`src/rtl/vending_pkg.sv`:
```
// vending_pkg: coin encodings, coin values and cash-path states shared across the vending machine
package vending_pkg;
    localparam logic [1:0] COIN_1  = 2'b00;
    localparam logic [1:0] COIN_2  = 2'b01;
    localparam logic [1:0] COIN_5  = 2'b10;
    localparam logic [1:0] COIN_10 = 2'b11;

    typedef enum logic [1:0] {ACCUM, PAID, DRAIN} cash_state_t;

    function automatic logic [3:0] coin_value(input logic [1:0] t);
        return t == COIN_10 ? 4'd10 : t == COIN_5 ? 4'd5 : t == COIN_2 ? 4'd2 : 4'd1;
    endfunction
endpackage

```
`src/rtl/refund_selector.sv`:
```
// refund_selector: largest coin denomination not exceeding the balance
module refund_selector
    import vending_pkg::*;
#(
    parameter int BAL_W = 6
) (
    input  logic [BAL_W-1:0] balance,
    output logic [1:0]       code,
    output logic [BAL_W-1:0] value
);
    always_comb begin
        code  = balance >= BAL_W'(10) ? COIN_10 :
                balance >= BAL_W'(5)  ? COIN_5  :
                balance >= BAL_W'(2)  ? COIN_2  : COIN_1;
        value = BAL_W'(coin_value(code));
    end
endmodule

```
`src/rtl/cash_accumulator.sv`:
```
// cash_accumulator: coin intake, ticket dispatch and change drain for the vending FSM
module cash_accumulator
    import vending_pkg::*;
#(
    parameter int PRICE   = 15,
    parameter int BAL_W   = 6,
    parameter int MAX_BAL = 63
) (
    input  logic             clk,
    input  logic             rst,
    input  logic             coin_valid,
    input  logic [1:0]       coin_type,
    input  logic             rst_cash_accum,
    input  logic             en_cash_accum,
    input  logic             block_cash,
    input  logic             en_refund,
    output logic             dispatch_ticket,
    output logic             coin_reject,
    output logic             refund_coin_valid,
    output logic [1:0]       refund_coin_type,
    output logic             refund_done,
    output logic [BAL_W-1:0] balance
);
    localparam int W = BAL_W + 1;

    cash_state_t      state;
    logic [W-1:0]     bal_x, coin_x, sum_x, next_x;
    logic [1:0]       sel_code;
    logic [BAL_W-1:0] sel_val;
    logic             accept, pay;

    refund_selector #(.BAL_W(BAL_W)) u_sel (
        .balance(balance),
        .code   (sel_code),
        .value  (sel_val)
    );

    // Overflow check uses the pre-dispatch balance, so a coin landing on the dispatch edge is judged conservatively
    always_comb begin
        bal_x  = W'(balance);
        coin_x = W'(coin_value(coin_type));
        sum_x  = bal_x + coin_x;
        accept = coin_valid & en_cash_accum & !block_cash & (state == ACCUM) & (sum_x <= W'(MAX_BAL));
        pay    = (state == ACCUM) & (bal_x >= W'(PRICE));
        next_x = (pay ? bal_x - W'(PRICE) : bal_x) + (accept ? coin_x : '0);
    end

    always_ff @(posedge clk) begin
        if (!rst) begin
            state             <= ACCUM;
            balance           <= '0;
            dispatch_ticket   <= 1'b0;
            coin_reject       <= 1'b0;
            refund_coin_valid <= 1'b0;
            refund_coin_type  <= COIN_1;
            refund_done       <= 1'b0;
        end else if (rst_cash_accum) begin
            state             <= ACCUM;
            balance           <= '0;
            dispatch_ticket   <= 1'b0;
            coin_reject       <= coin_valid;
            refund_coin_valid <= 1'b0;
            refund_done       <= 1'b0;
        end else if (en_refund) begin
            state             <= DRAIN;
            dispatch_ticket   <= 1'b0;
            coin_reject       <= coin_valid;
            refund_coin_valid <= balance != '0;
            refund_done       <= refund_done | ((state == DRAIN) & (balance == '0));
            if (balance != '0) begin
                refund_coin_type <= sel_code;
                balance          <= balance - sel_val;
            end
        end else begin
            dispatch_ticket   <= pay;
            coin_reject       <= coin_valid & !accept;
            refund_coin_valid <= 1'b0;
            balance           <= BAL_W'(next_x);
            if (pay) state <= PAID;
        end
    end
endmodule

```
`config.mk`:
```
export PLATFORM = sky130hd
export DESIGN_NAME = cash_accumulator
export DESIGN_NICKNAME = d
export VERILOG_FILES = /design/src/rtl/vending_pkg.sv /design/src/rtl/refund_selector.sv /design/src/rtl/cash_accumulator.sv
export SDC_FILE = /design/constraint.sdc
export NUM_CORES = 1
export LEC_CHECK = 0
export CAP_MARGIN = 5
export CORE_ASPECT_RATIO = 1.5
export CORE_MARGIN = 4
export CORE_UTILIZATION = 48
export DETAILED_ROUTE_END_ITERATION = 10
export PLACE_DENSITY = 0.76
export SKIP_LAST_GASP = 1
export SLEW_MARGIN = 20
export SYNTH_ARGS = -nofsm -noshare
export SYNTH_HDL_FRONTEND = slang
export SYNTH_SLANG_ARGS = --single-unit
```
`constraint.sdc`:
```
create_clock -name clk -period 3 [get_ports clk]
set_input_delay 0.3 -clock clk [delete_from_list [all_inputs] [get_ports clk]]
set_output_delay 0.3 -clock clk [all_outputs]
set_load 0.005 [all_outputs]
```
======== Word-level counts from Yosys, hierarchy flattened ========
Cells that the tools add are included.
operators by class
  add/subtract/negate cells ............... 4
  magnitude comparators ................... 5
  eq/ne operators ......................... 8
  multiplexer cells ....................... 17
  bitwise operators ....................... 11
  reduce and logical (&&, ||, !) cells .... 10
operators by type and width
  cell                 number
  $mux 6               3
  $mux 4               4
  $ge 6x4->1 const B   2
  $mux 2               6
  $eq 2x2->1 const B   5
  $add 6x4->7          1
  $and 1x1->1          7
  $le 7x6->1 const B   1
  $add 6x4->6          1
  $ge 6x2->1 const B   1
  $ge 6x3->1 const B   1
  $logic_not 6->1      1
  $reduce_bool 6->1    1
  $reduce_or 3->1      2
  $sub 6x4->6          1
  $sub 6x4->6 const B  1
  $eq 2x1->1 const B   2
  $mux 1               3
  $mux 3               1
  $not 1->1            3
  $reduce_and 3->1     1
  $logic_not 1->1      2
  $logic_not 2->1      1
  $ne 2x1->1 const B   1
  3 further kinds      3
word-level totals
  flip-flop bits (word level) ............. 14
  input port bits ......................... 9
  word-level logic and storage cells ...... 63

======== Depth between registers and ports, before layout ========
  depth in word-level cells ............... 11
  depth in mapped cells ................... 16
  mapped depth without buffers ............ 16

======== Hierarchy ========
From an unflattened synthesis, not the netlist that was laid out.
unflattened totals
  cells, all modules ...................... 157
  area, all modules ....................... 1,266.2 µm²
by module, submodules not included
  module            instances  cells each  area each (µm²)  sequential area each (µm²)
  cash_accumulator  1          142         1,174.9          280.3
  refund_selector   1          15          91.3             0.0

======== Worst setup path after synthesis ========
OpenSTA, ideal clock, no wires.
  kind .................................... reg2reg
  from .................................... register balance[0]
  to ...................................... register balance[5]
  setup time .............................. 0.062 ns
  arrival ................................. 2.931 ns
  required time ........................... 2.938 ns
  slack ................................... 0.007 ns
  cell stages (with the launch flop) ...... 14
  buffers on the path ..................... 0
  period minus slack after synthesis ...... 2.993 ns
  cells stage by stage .................... dfxtp_1 ha_1 fa_1 a21o_1 maj3_1 nand3_1 nand3_1 inv_1 ha_1 a21o_1 a21oi_1 o21bai_1 a2111o_1 nand3_1
between the ends
  longest elaborated chain between the ends .. 11
  elaborated cells on any way between the ends .. 26
  those cells by class .................... add/sub (4); order compare (5); eq/ne (4); mux (10); bitwise (2); reduce/logical (1)
RTL lines
  what                    RTL line                RTL
  from (decl)             cash_accumulator.sv:22  output logic [BAL_W-1:0] balance
  from (signal assigned)  cash_accumulator.sv:72  balance <= balance - sel_val;
  from (signal assigned)  cash_accumulator.sv:78  balance <= BAL_W'(next_x);
  $ge 6x2->1              refund_selector.sv:14   balance >= BAL_W'(2) ? COIN_2 : COIN_1;
  $mux 1                  refund_selector.sv:14
  $mux 2                  refund_selector.sv:13   balance >= BAL_W'(5) ? COIN_5 :
  $mux 2                  refund_selector.sv:12   code = balance >= BAL_W'(10) ? COIN_10 :
  $eq 2x1->1              vending_pkg.sv:11       return t == COIN_10 ? 4'd10 : t == COIN_5 ? 4'd5 : t == COIN_2 ? 4'd2 : 4'd1;
  $mux 2                  vending_pkg.sv:11
  $mux 4 (2 in series)    vending_pkg.sv:11
  $sub 6x4->6             cash_accumulator.sv:72
  $mux 6                  cash_accumulator.sv:70  if (balance != '0) begin
  $mux 6                  cash_accumulator.sv:64  end else if (en_refund) begin
Parallel ways exist; a longest one is shown, timed or not. The select of a mux whose other input is x is not followed.
A chain may end at the register's enable or synchronous reset.

======== Worst setup path in the final report ========
  from .................................... register balance[0]
  to ...................................... register balance[2]
The elaborated chain is that of the path after synthesis.

==> results.md <==
- Status: complete, no violations
- Clock Sinks: 14
- Die Width: 50.1 um
- Iter 0 DRT Violations: 26
- Clk_skew: 0.00125 ns
- Avg WL per Cell: 15.1 um
- TNS Setup: 0 ns
- Post-Syn Nets: 180
- Unrepaired setup endpoints after global routing: false
- Initial Utilization: 51.0%
- Yosys synthesis warning count: 0
- Met3 wire length: 179 um
- Synth Area in Adders: 20.2%
- Number of global-route vias before repair: 1,271
- Setup CP Type: reg -> reg
- Leakage dissipation: 0.787 nW
- IO Port Bufs: 20
- Synth top area share: 21.9%
- CTS root buf: clkbuf_4
- Internal power: 0.530 mW
- Max Transition Viols Final: 0
- Final hold violations: 0
- NumNets Final: 216
- DRT antenna net count: 0
- RePlAce Congestion: 0.874
- Placement Setup Slack: -0.521 ns
- Worst setup margin: 0.167 ns
- Crit. End Element: flip-flop
- Drt total wl: 3390 um
- Mapped Cells: 153
- Worst hold path startpoint: refund_done
- Clock latency on the worst-skew pair: 0.30 ns
- Filler cell count: 186
- Switching share of power: 41.7%
- Combinational share of power: 57.8%
- Simple logic cell fraction of the synthesized area: 21.1%
- CTS H-Tree Depth: 1
- Largest net degree at the start of global routing: 17
- Power per cell area: 528 nW/um^2
- Placed Area: 1600 um^2
- Hold-fix buffers, CTS: 0
- Max Freq: 0.353 GHz
- Top layer in use: met4
- Reg area: 283 um^2
- Yosys reg bits: 14
- Max FO, Critical Path: 3
- Die Span Y: 71.2 um
- Post-route minimum period: 2.83 ns
- Layout cells sized above 1: 23.4%
- Sequential Power Share: 25.6%
- Critical Path RT: 3.20 ns
- Clk pin slew, worst setup/hold paths: 0.10 ns
- VDD IR max: 0.000302 V
- R2r startpoint: balance[0]
- Part of the power in the clock network: 16.5%
- Gr usage total: 20.7%
- Num rows: 22
- Startpoint Class: flip-flop
- N_diodes: 0
- Gr ovfl total: 0
- Ratio of final minimum period to clock period: 94.4%
- Via Count: 1,234
- # IOs: 21
- M1 WL: 1340 um
- Synth Area in XOR/XNOR: 6.76%
- Multi-input logic area: 960 um^2
- Yosys cell types: 43
- Syn Area/Cell: 8.35 um^2
- CTS tree: done
- Switching power: 0.379 mW
- Post-Layout Inst Area: 1720 um^2
- Clock Tree Buf Depth: 2
- First-pass GRT wire length: 5720 um
- Layout area overhead: 34.7%
- Sequential fraction of the synthesis area: 21.9%
- Full die area: 3570 um^2
- Met2 routed WL: 1800 um
- Worst slew margin: 58.8%
- Netlist Area Pre-Place: 1280 um^2
- DRC violation count after routing: 0
- Max Cap Viol: 0
- Slew of the pin with the lowest slew margin: 0.617 ns
- HPWL after DPL: 2550 um
- Initial DRT Pass Iterations: 4
- Class of the worst hold path: reg -> reg
- Final Setup Violations: 0
- Area leader, netlist: dfxtp_1
- Core area: 2500 um^2
- Multiplexer share of the synthesized area: 1.57%
- Crit path DAT: 3.03 ns
- CTS buffer count: 3
- Largest family of logic cells by synthesized area: compound AO/OA/AOI/OAI gates
- Critical path origin: balance[0]
- Synth top area cells: dfxtp_1 (22%), ha_1 (15%), nor2_1 (5.0%)
- Initial antenna violation count: 0
- Synth Area in Compound Gates: 21.7%
- Via density: 5.51
-- cells in the final DEF, fill, tap and decap left out, types with 3 or more instances in the layout --
cell type        count
a21o_1               5
o21ai_0              3
xnor2_1              6
nand2_1              5
and2_1               3
ha_1                13
clkdlybuf4s50_1     18
clkbuf_4             3
buf_4               18
nor2_1              16
nand2b_1             3
inv_1               12
a21oi_1              8
nand3_1              3
o31a_1               3
and3_1               3
o21a_1               5
a211oi_1             3
dfxtp_1             12
-- what timing repair did --
item / CTS / global route
gates cloned: 0 / 0
setup endpoints to repair: 5 / 3
setup buffers: 4 / 0
pin swaps: 7 / 6
gates resized for setup: 12 / 8
-- layer usage --
layer  vias up  track usage (%)
met5         -                0
met3         9             4.21
li1        598                -
met1       585             22.8
met4         0             10.2
met2        42             36.6
-- final timing paths --
path,depth (start not counted),endpoint,slack (ns)
worst max-delay path,15,balance[2],0.17
worst min-delay path,2,refund_done,0.48
worst max register to register,15,balance[2],0.17
worst min register to register,2,refund_done,0.48
-- critical path, stage by stage (launching register included) --
cell,delay (ns)
dfxtp_2,0.34
ha_2,0.18
fa_2,0.32
a21o_1,0.16
maj3_2,0.32
nand3_4,0.08
nand2_2,0.08
nor2_2,0.14
ha_2,0.19
inv_2,0.04
fa_2,0.33
buf_4,0.14
xor2_1,0.13
nor2_1,0.06
a21oi_1,0.15
nor2_1,0.08
-- registers in the layout, summed over array words and instances, names as in the netlist --
register           cells
balance                6
refund_coin_type       2
state                  2
coin_reject            1
dispatch_ticket        1
refund_coin_valid      1
refund_done            1
-- power by group through the flow --
stage,Combinational (mW),Clock [mW],Sequential [mW]
2_1_floorplan,0.340,0,0.236
3_3_place_gp,0.489,0,0.234
3_5_place_dp,0.505,0,0.234
4_1_cts,0.515,0.147,0.231
5_1_grt,0.585,0.156,0.236
6_report,0.526,0.150,0.233
-- final cells by class --
type                    instances  share of cell area, %
inverters                      13                   2.84
well taps                      36                   2.62
flip-flops and latches         14                   16.4
repair buffers                 39                   20.2
multi-input cells             118                   55.8
clock buffers                   4                   2.11
-- synthesized netlist by cell type (all sizes together) --
cell / number
a2111o: 1
a2111oi: 1
a211oi: 3
a21o: 5
a21oi: 10
a311oi: 1
a31oi: 1
and2: 3
and3: 3
and4: 1
buf: 2
clkbuf: 6
dfxtp: 14
fa: 3
ha: 15
inv: 13
maj3: 1
mux2i: 2
nand2: 6
nand2b: 3
nand3: 5
nand4: 2
nor2: 18
nor2b: 2
nor3: 3
nor3b: 2
nor4: 1
o211a: 1
o211ai: 1
o21a: 5
o21ai: 3
o21bai: 1
o311a: 1
o31a: 3
or2: 2
xnor2: 6
xor2: 3
-- stage by stage --
| step | hold WS (ns) | cells | total power [mW] | utilization (%) |
|---|---|---|---|---|
| 3_5_place_dp | 0.467 | 216 | 0.739 | 63.8 |
| 3_3_place_gp | 0.456 | 216 | 0.724 | 63.8 |
| 4_1_cts | 0.489 | 224 | 0.892 | 67.6 |
| 6_report | 0.484 | 224 | 0.909 | 68.7 |
| 2_1_floorplan | 0.422 | 153 | 0.577 | - |
| 5_1_grt | 0.514 | 224 | 0.977 | 68.7 |
-- cell families (layout without fill, tap and decap cells) --
group,after synthesis,in the layout
AOI/OAI and AO/OA,37,37
xor gates and xnor gates,9,9
adders and majority gates,19,19
buffers and inverters,21,56
DFF,14,14
muxes,2,2
and+or+nand+nor,51,51
No activity file was read; power rests on OpenSTA's default activity.
